--- src/rtl/wired_ftq_ring.sv ---
// Fetch target queue: circular buffer of predicted fetch blocks between the BPU and fetch.
// Define WIRED_FTQ_PERF_EN to add the saturating perf_redir_o / perf_full_o counters.
module wired_ftq_ring #(
  parameter int DEPTH   = 16,
  parameter int VA_W    = 32,
  parameter int FETCH_W = 4,
  parameter int IDX_W   = $clog2(DEPTH),
  parameter int LEN_W   = $clog2(FETCH_W) + 1
) (
  input  logic             clk,
  input  logic             rst_n,
  input  logic             flush_i,
  input  logic             enq_valid_i,
  output logic             enq_ready_o,
  input  logic [VA_W-1:0]  enq_pc_i,
  input  logic [LEN_W-1:0] enq_len_i,
  input  logic             enq_taken_i,
  input  logic [VA_W-1:0]  enq_target_i,
  output logic [IDX_W-1:0] enq_idx_o,
  input  logic             acc_valid_i,
  input  logic [IDX_W-1:0] acc_idx_i,
  input  logic [LEN_W-1:0] acc_len_i,
  input  logic             acc_taken_i,
  input  logic [VA_W-1:0]  acc_target_i,
  output logic             redir_valid_o,
  output logic [VA_W-1:0]  redir_pc_o,
  output logic             fetch_valid_o,
  input  logic             fetch_ready_i,
  output logic [VA_W-1:0]  fetch_pc_o,
  output logic [LEN_W-1:0] fetch_len_o,
  output logic [IDX_W-1:0] fetch_idx_o,
  input  logic             cmt_valid_i,
  output logic             cmt_ready_o,
  output logic             upd_valid_o,
  input  logic             upd_ready_i,
  output logic [VA_W-1:0]  upd_pc_o,
  output logic [LEN_W-1:0] upd_len_o,
  output logic             upd_taken_o,
  output logic [VA_W-1:0]  upd_target_o,
  output logic [IDX_W:0]   count_o
`ifdef WIRED_FTQ_PERF_EN
  ,
  output logic [31:0]      perf_redir_o,
  output logic [31:0]      perf_full_o
`endif
);

  localparam logic [IDX_W:0] PTR_ONE   = 1;
  localparam logic [IDX_W:0] PTR_DEPTH = (IDX_W + 1)'(DEPTH);

  logic [VA_W-1:0]  pc_mem     [DEPTH];
  logic [LEN_W-1:0] len_mem    [DEPTH];
  logic             taken_mem  [DEPTH];
  logic [VA_W-1:0]  target_mem [DEPTH];

  logic [IDX_W:0]   head;
  logic [IDX_W:0]   fptr;
  logic [IDX_W:0]   tail;
  logic [IDX_W:0]   count;
  logic             full;
  logic             enq_fire;
  logic             fetch_fire;
  logic             can_retire;
  logic             retire;
  logic [IDX_W-1:0] acc_off;
  logic [IDX_W:0]   acc_ptr;
  logic [IDX_W:0]   fptr_fired;
  logic [IDX_W:0]   fired_off;
  logic             acc_ok;
  logic [VA_W-1:0]  acc_redir_pc;

  // Offsets are taken relative to head so that range checks and the fetch
  // rewind compare ages in the ring rather than raw wrapped indices.
  always_comb begin
    count         = tail - head;
    full          = (count == PTR_DEPTH);
    enq_ready_o   = !full && !acc_valid_i && !flush_i;
    enq_fire      = enq_valid_i && enq_ready_o;
    fetch_valid_o = (fptr != tail);
    fetch_fire    = fetch_valid_o && fetch_ready_i;
    can_retire    = (head != fptr);
    upd_valid_o   = cmt_valid_i && can_retire;
    cmt_ready_o   = upd_ready_i && can_retire;
    retire        = cmt_valid_i && cmt_ready_o;
    acc_off       = acc_idx_i - head[IDX_W-1:0];
    acc_ptr       = head + {1'b0, acc_off};
    fptr_fired    = fptr + {{IDX_W{1'b0}}, fetch_fire};
    fired_off     = fptr_fired - head;
    acc_ok        = acc_valid_i && !flush_i && ({1'b0, acc_off} < count)
                    && !(retire && (acc_off == '0));
    acc_redir_pc  = acc_taken_i ? acc_target_i
                                : pc_mem[acc_idx_i] + (VA_W'(acc_len_i) << 2);
  end

  always_comb begin
    enq_idx_o    = tail[IDX_W-1:0];
    fetch_idx_o  = fptr[IDX_W-1:0];
    fetch_pc_o   = pc_mem[fptr[IDX_W-1:0]];
    fetch_len_o  = len_mem[fptr[IDX_W-1:0]];
    upd_pc_o     = pc_mem[head[IDX_W-1:0]];
    upd_len_o    = len_mem[head[IDX_W-1:0]];
    upd_taken_o  = taken_mem[head[IDX_W-1:0]];
    upd_target_o = target_mem[head[IDX_W-1:0]];
    count_o      = count;
  end

  // A correction truncates everything younger than the corrected entry and
  // pulls fetch back to it if fetch had already moved past.
  always_ff @(posedge clk or negedge rst_n) begin
    if (!rst_n) begin
      head          <= '0;
      fptr          <= '0;
      tail          <= '0;
      redir_valid_o <= 1'b0;
      redir_pc_o    <= '0;
    end else if (flush_i) begin
      head          <= '0;
      fptr          <= '0;
      tail          <= '0;
      redir_valid_o <= 1'b0;
      redir_pc_o    <= '0;
    end else begin
      redir_valid_o <= acc_ok;
      if (acc_ok) begin
        redir_pc_o <= acc_redir_pc;
        tail       <= acc_ptr + PTR_ONE;
        fptr       <= (fired_off > {1'b0, acc_off}) ? acc_ptr : fptr_fired;
      end else begin
        if (enq_fire) begin
          tail <= tail + PTR_ONE;
        end
        if (fetch_fire) begin
          fptr <= fptr_fired;
        end
      end
      if (retire) begin
        head <= head + PTR_ONE;
      end
    end
  end

  // Entry storage carries no reset; only slots between head and tail are ever read as valid.
  always_ff @(posedge clk) begin
    if (enq_fire) begin
      pc_mem[tail[IDX_W-1:0]]     <= enq_pc_i;
      len_mem[tail[IDX_W-1:0]]    <= enq_len_i;
      taken_mem[tail[IDX_W-1:0]]  <= enq_taken_i;
      target_mem[tail[IDX_W-1:0]] <= enq_target_i;
    end else if (acc_ok) begin
      len_mem[acc_idx_i]    <= acc_len_i;
      taken_mem[acc_idx_i]  <= acc_taken_i;
      target_mem[acc_idx_i] <= acc_target_i;
    end
  end

`ifdef WIRED_FTQ_PERF_EN
  // Counters survive flush so they measure the whole run since reset.
  always_ff @(posedge clk or negedge rst_n) begin
    if (!rst_n) begin
      perf_redir_o <= '0;
      perf_full_o  <= '0;
    end else begin
      if (acc_ok && (perf_redir_o != '1)) begin
        perf_redir_o <= perf_redir_o + 32'd1;
      end
      if (enq_valid_i && full && !flush_i && (perf_full_o != '1)) begin
        perf_full_o <= perf_full_o + 32'd1;
      end
    end
  end
`endif

endmodule

--- config.mk ---
export PLATFORM = sky130hd
export DESIGN_NAME = wired_ftq_ring
export DESIGN_NICKNAME = d
export VERILOG_FILES = /design/src/rtl/wired_ftq_ring.sv
export SDC_FILE = /design/constraint.sdc
export NUM_CORES = 1
export LEC_CHECK = 0
export CORE_ASPECT_RATIO = 0.7
export CORE_UTILIZATION = 50
export CTS_CLUSTER_DIAMETER = 50
export DETAILED_ROUTE_END_ITERATION = 12
export DONT_BUFFER_PORTS = 1
export GPL_TIMING_DRIVEN = 0
export SYNTH_ARGS = -nofsm -noshare
export SYNTH_HDL_FRONTEND = slang
export SYNTH_SLANG_ARGS = --single-unit
--- constraint.sdc ---
create_clock -name clk -period 9.5 [get_ports clk]
set_clock_uncertainty 0.15 [all_clocks]
set_input_delay 1.9 -clock clk [delete_from_list [all_inputs] [get_ports clk]]
set_output_delay 1.9 -clock clk [all_outputs]
set_load 0.01 [all_outputs]
==> key figures <==
Status
  – Outcome: finished, final reports clean

Synthesis
  – Register area share after synthesis: between 60% and 70%
  – Asr flop ratio synth: 4.225%
  – Synth Cell Area: 53,340 um2
  – Synth warn: 0
  – Top_reg_cell synth: edfxtp_1
  – Number of synthesized flops with an enable pin: approximately 1,100
  – Post-Syn Nets: 2,742
  – Synth Area per Inst: 20.57 um2
  – Synth unique cells: 61
  – Yosys reg bits: 1,136
  – Synth Instances: 2,593

Drt
  – Initial DRT Pass Iterations: 6
  – Drt total wl: 176,300 um
  – Drt drc: 0
  – Routed Antenna Nets: 0
  – WL/cell: between 40 and 50 um
  – Vias: 31,116
  – DR vias/cell: between 7 and 8
  – Initial DRC Count: 4,751

Setup path
  – R2R setup slack: 0.61 ns
  – CP max stage delay: around 1.2 ns
  – Worst-path cell chain: clkbuf_1 -> clkbuf_1 -> clkbuf_1 -> inv_1 -> ha_1 -> a21o_1 -> a21o_1 -> xor2_1 -> inv_1 -> a311oi_2 -> or4b_2 -> clkbuf_1 -> nor3_2 -> or2_2
  – Worst path slowest cell: or2_2
  – Worst Path Class, Setup: reg -> reg
  – CP bufs+invs: 6
  – Crit-path max FO: 36
  – Required @ worst endpoint: 9.70 ns
  – Crit-path most repeated cell: clkbuf_1
  – Largest delay contributor family on the critical path: buffers and inverters
  – Startpoint types: register
  – Worst Path Arrival: 9.09 ns
  – CP endpoint kind: register

Power
  – Sequential power share: slightly above 40%
  – Pwr dens: ~250 nW/um2
  – Combinational share of power: 26.8%
  – P_sw: approximately 4700 uW
  – Clock network power share: 32.1%
  – Worst vdd ir: 0.1949 mV
  – Internal Power: 10,310 uW
  – Switching Fraction: a little under a third
  – Leakage: around 0.019 uW

Finish
  – Post-layout net count: 2,929
  – Share of cells above drive strength 1: about a third
  – Post-route insts no fill: 4,294
  – Finished Cell Area: 60,800 um2
  – Antenna cells: 0
  – Core Util, Final: between 50% and 60%
  – Area growth syn-to-layout: 13.98%

Floorplanning
  – Starting Density: 50.84%
  – Die Span X: 392.4 um
  – DIE HEIGHT: 275.3 um
  – Boundary Pins: 269
  – FP Rows: 99
  – Core area: about 100,000 um2
  – Die ar.: 108,000 um2

Clock tree
  – Post-CTS setup buffer count: 0
  – Clk buf depth: 3
  – Clock Sink Count: 1,136
  – CTS tree: done
  – Clk_lat worst skew: around 0.75 ns
  – Hold bufs inserted after CTS: 0
  – Worst-path clk slew: around 0.060 ns
  – Total CTS buffers: 116
  – H-tree Lvls: 3
  – Post_cts resized: 0
  – CTS root buffer: clkbuf_16

Placed design
  – Final GP Congestion: ~0.94
  – DP HPWL: 120,600 um
  – Placed Instances: 4,075
  – DP Area: 56,780 um2
  – Port Buf Inserts: 0

Global route
  – Largest net degree at the start of global routing: 49
  – M1 GR Usage: 49.02%
  – Vias in the first global route: 30,377
  – Met3 Resource Use GR: 8.635%
  – GRT Overall Usage: 33.11%
  – Grt ovf: 0
  – Global-route wire length before repair: 243,100 um
  – Most Used Layer, Global Route: met1
  – Initial antenna violation count: 1
  – Met2 Use GR: between 40 and 50%

Timing
  – Crit share post-route: between 90 and 100%
  – Max Slew Vio Count: 0
  – Hold Vio Cnt, Final: 0
  – Worst slew pin tran: 1.434 ns
  – Fmax: ~110 MHz
  – Final min period: roughly 8.9 ns
  – Rel. slew slack: 4.408%
  – # setup viols final: 0
  – RSZ-0062 raised after global routing: false
  – Setup TNS: 0 ns

Hold path
  – Worst hold path type: reg -> reg

Run
  – Max Cap Viol: 0
==> worst register-to-register path: stages, from the launching register on <==
cell and delay, ns:
dfrtp_1 0.47, clkbuf_1 0.23, clkbuf_1 1.03, clkbuf_1 0.74
inv_1 0.45, ha_1 0.41, a21o_1 0.18, a21o_1 0.18
xor2_1 0.57, inv_1 0.22, a311oi_2 0.78, or4b_2 0.66
clkbuf_1 0.37, nor3_2 0.87, or2_2 1.16
==> synthesized netlist by cell type (3+ instances only) <==
master,instances,area [um2]
clkbuf_1,112,420.4
nand3b_1,9,67.56
dfrtp_1,48,1201
a22o_1,9,78.83
mux2i_1,20,200.2
nand2b_1,11,68.82
inv_2,3,11.26
ha_1,28,350.3
nor3b_1,3,22.52
o21ai_1,10,50.05
or2_2,6,37.54
or3_1,4,25.02
fa_1,5,100.1
xnor2_1,40,350.3
buf_4,12,90.09
buf_6,3,33.78
buf_1,50,187.7
nand4_1,7,43.79
nor2b_1,7,43.79
a211oi_1,3,22.52
nor2_1,42,157.7
nand2_1,154,578.1
buf_2,16,80.08
nor4_1,6,37.54
edfxtp_1,1088,32670
a21oi_1,16,80.08
xor2_1,21,183.9
o21a_1,3,22.52
mux4_2,624,14050
a21o_1,12,90.09
and2_1,8,50.05
o22ai_1,12,75.07
nor3_1,15,75.07
mux4_1,25,656.9
a22oi_1,52,390.4
o21ai_0,28,140.1
buf_12,4,80.08
nand3_1,16,80.08
inv_1,30,112.6
==> registers in the layout, summed over array words and instances, names as in the netlist, 5 cells and up <==
name,cells
pc_mem,512
redir_pc_o,32
fptr,5
taken_mem,16
len_mem,48
head,5
target_mem,512
tail,5
==> through the flow <==
step,setup slack [ns],power (uW),hold WS (ns)
after floorplan,1.072,8762,0.3662
after global placement,-5.747,10090,0.3951
after detailed placement,0.5928,10250,0.3994
after CTS,0.6747,15020,0.4128
after global routing,0.3444,15440,0.4404
final,0.6146,15000,0.4168
==> routing by layer <==
layer | vias to the layer above | share of wire, %
met3 | 333 | 12
met2 | 2202 | 45
met4 | 2 | 3.4
met1 | 16964 | 40
li1 | 11615 | -
met5 | - | 0.011
==> area by class of cell <==
type,count,area [um2]
inverters,33,123.9
flip-flops and latches,1136,33870
plain buffers,197,898.4
clock buffers,134,3002
fillers,7561,44110
multi-input cells,1227,18740
clock inverters,84,1002
well taps,1414,1769
repair buffers,69,1395
==> power by group through the flow <==
stage | Sequential (uW) | Clock [uW] | Combinational [uW]
after CTS | 6170 | 4860 | 3990
after floorplan | 6220 | 0 | 2540
after global routing | 6190 | 5040 | 4210
after global placement | 6290 | 0 | 3800
final | 6170 | 4810 | 4020
after detailed placement | 6270 | 0 | 3980
==> worst paths after layout <==
| check | from | end | cells past startpoint |
|---|---|---|---|
| worst max register to register | head[1] | target_mem[5][31] | 14 |
| worst max-delay path | head[1] | target_mem[5][31] | 14 |
| worst min-delay path | redir_pc_o[10] | redir_pc_o[10] | 2 |
| worst min register to register | redir_pc_o[10] | redir_pc_o[10] | 2 |
| max in group asynchronous | rst_n | head[4] | 0 |
| min in group asynchronous | rst_n | redir_valid_o | 0 |
==> placed cells by master, fill, tap and decap left out, drive strengths merged, types with 3 or more instances in the layout <==
cell,netlist,layout
a21oi,16,16
o21a,3,3
nand2,154,154
ha,28,28
clkbuf,112,249
mux2i,20,20
nand3b,9,9
xor2,21,21
dfrtp,48,48
o21ai,38,38
a21o,12,12
inv,33,44
a22oi,52,52
nor2,42,42
a311oi,3,3
clkinvlp,0,11
bufinv,0,16
nor3,15,15
a22o,9,9
nand3,16,16
fa,5,5
a211oi,3,3
nor2b,7,7
edfxtp,1088,1088
clkinv,0,46
o22ai,12,12
xnor2,40,40
or3,4,4
or2,6,6
buf,85,151
nor4,8,8
and2,8,8
nand2b,11,11
nor3b,3,3
nand4,9,9
mux4,649,649
==> cells by family (layout without fill, tap and decap cells) <==
group / after synthesis / after routing / share of synthesized area, %
xor+xnor: 61 / 61 / 1.002
compound gates: 162 / 162 / 2.111
flops: 1136 / 1136 / 63.50
buf+inv: 230 / 517 / 1.905
fa+ha+maj: 33 / 33 / 0.8444
simple gates: 300 / 300 / 2.646
mux: 671 / 671 / 27.99
No activity file was read; power rests on OpenSTA's default activity.
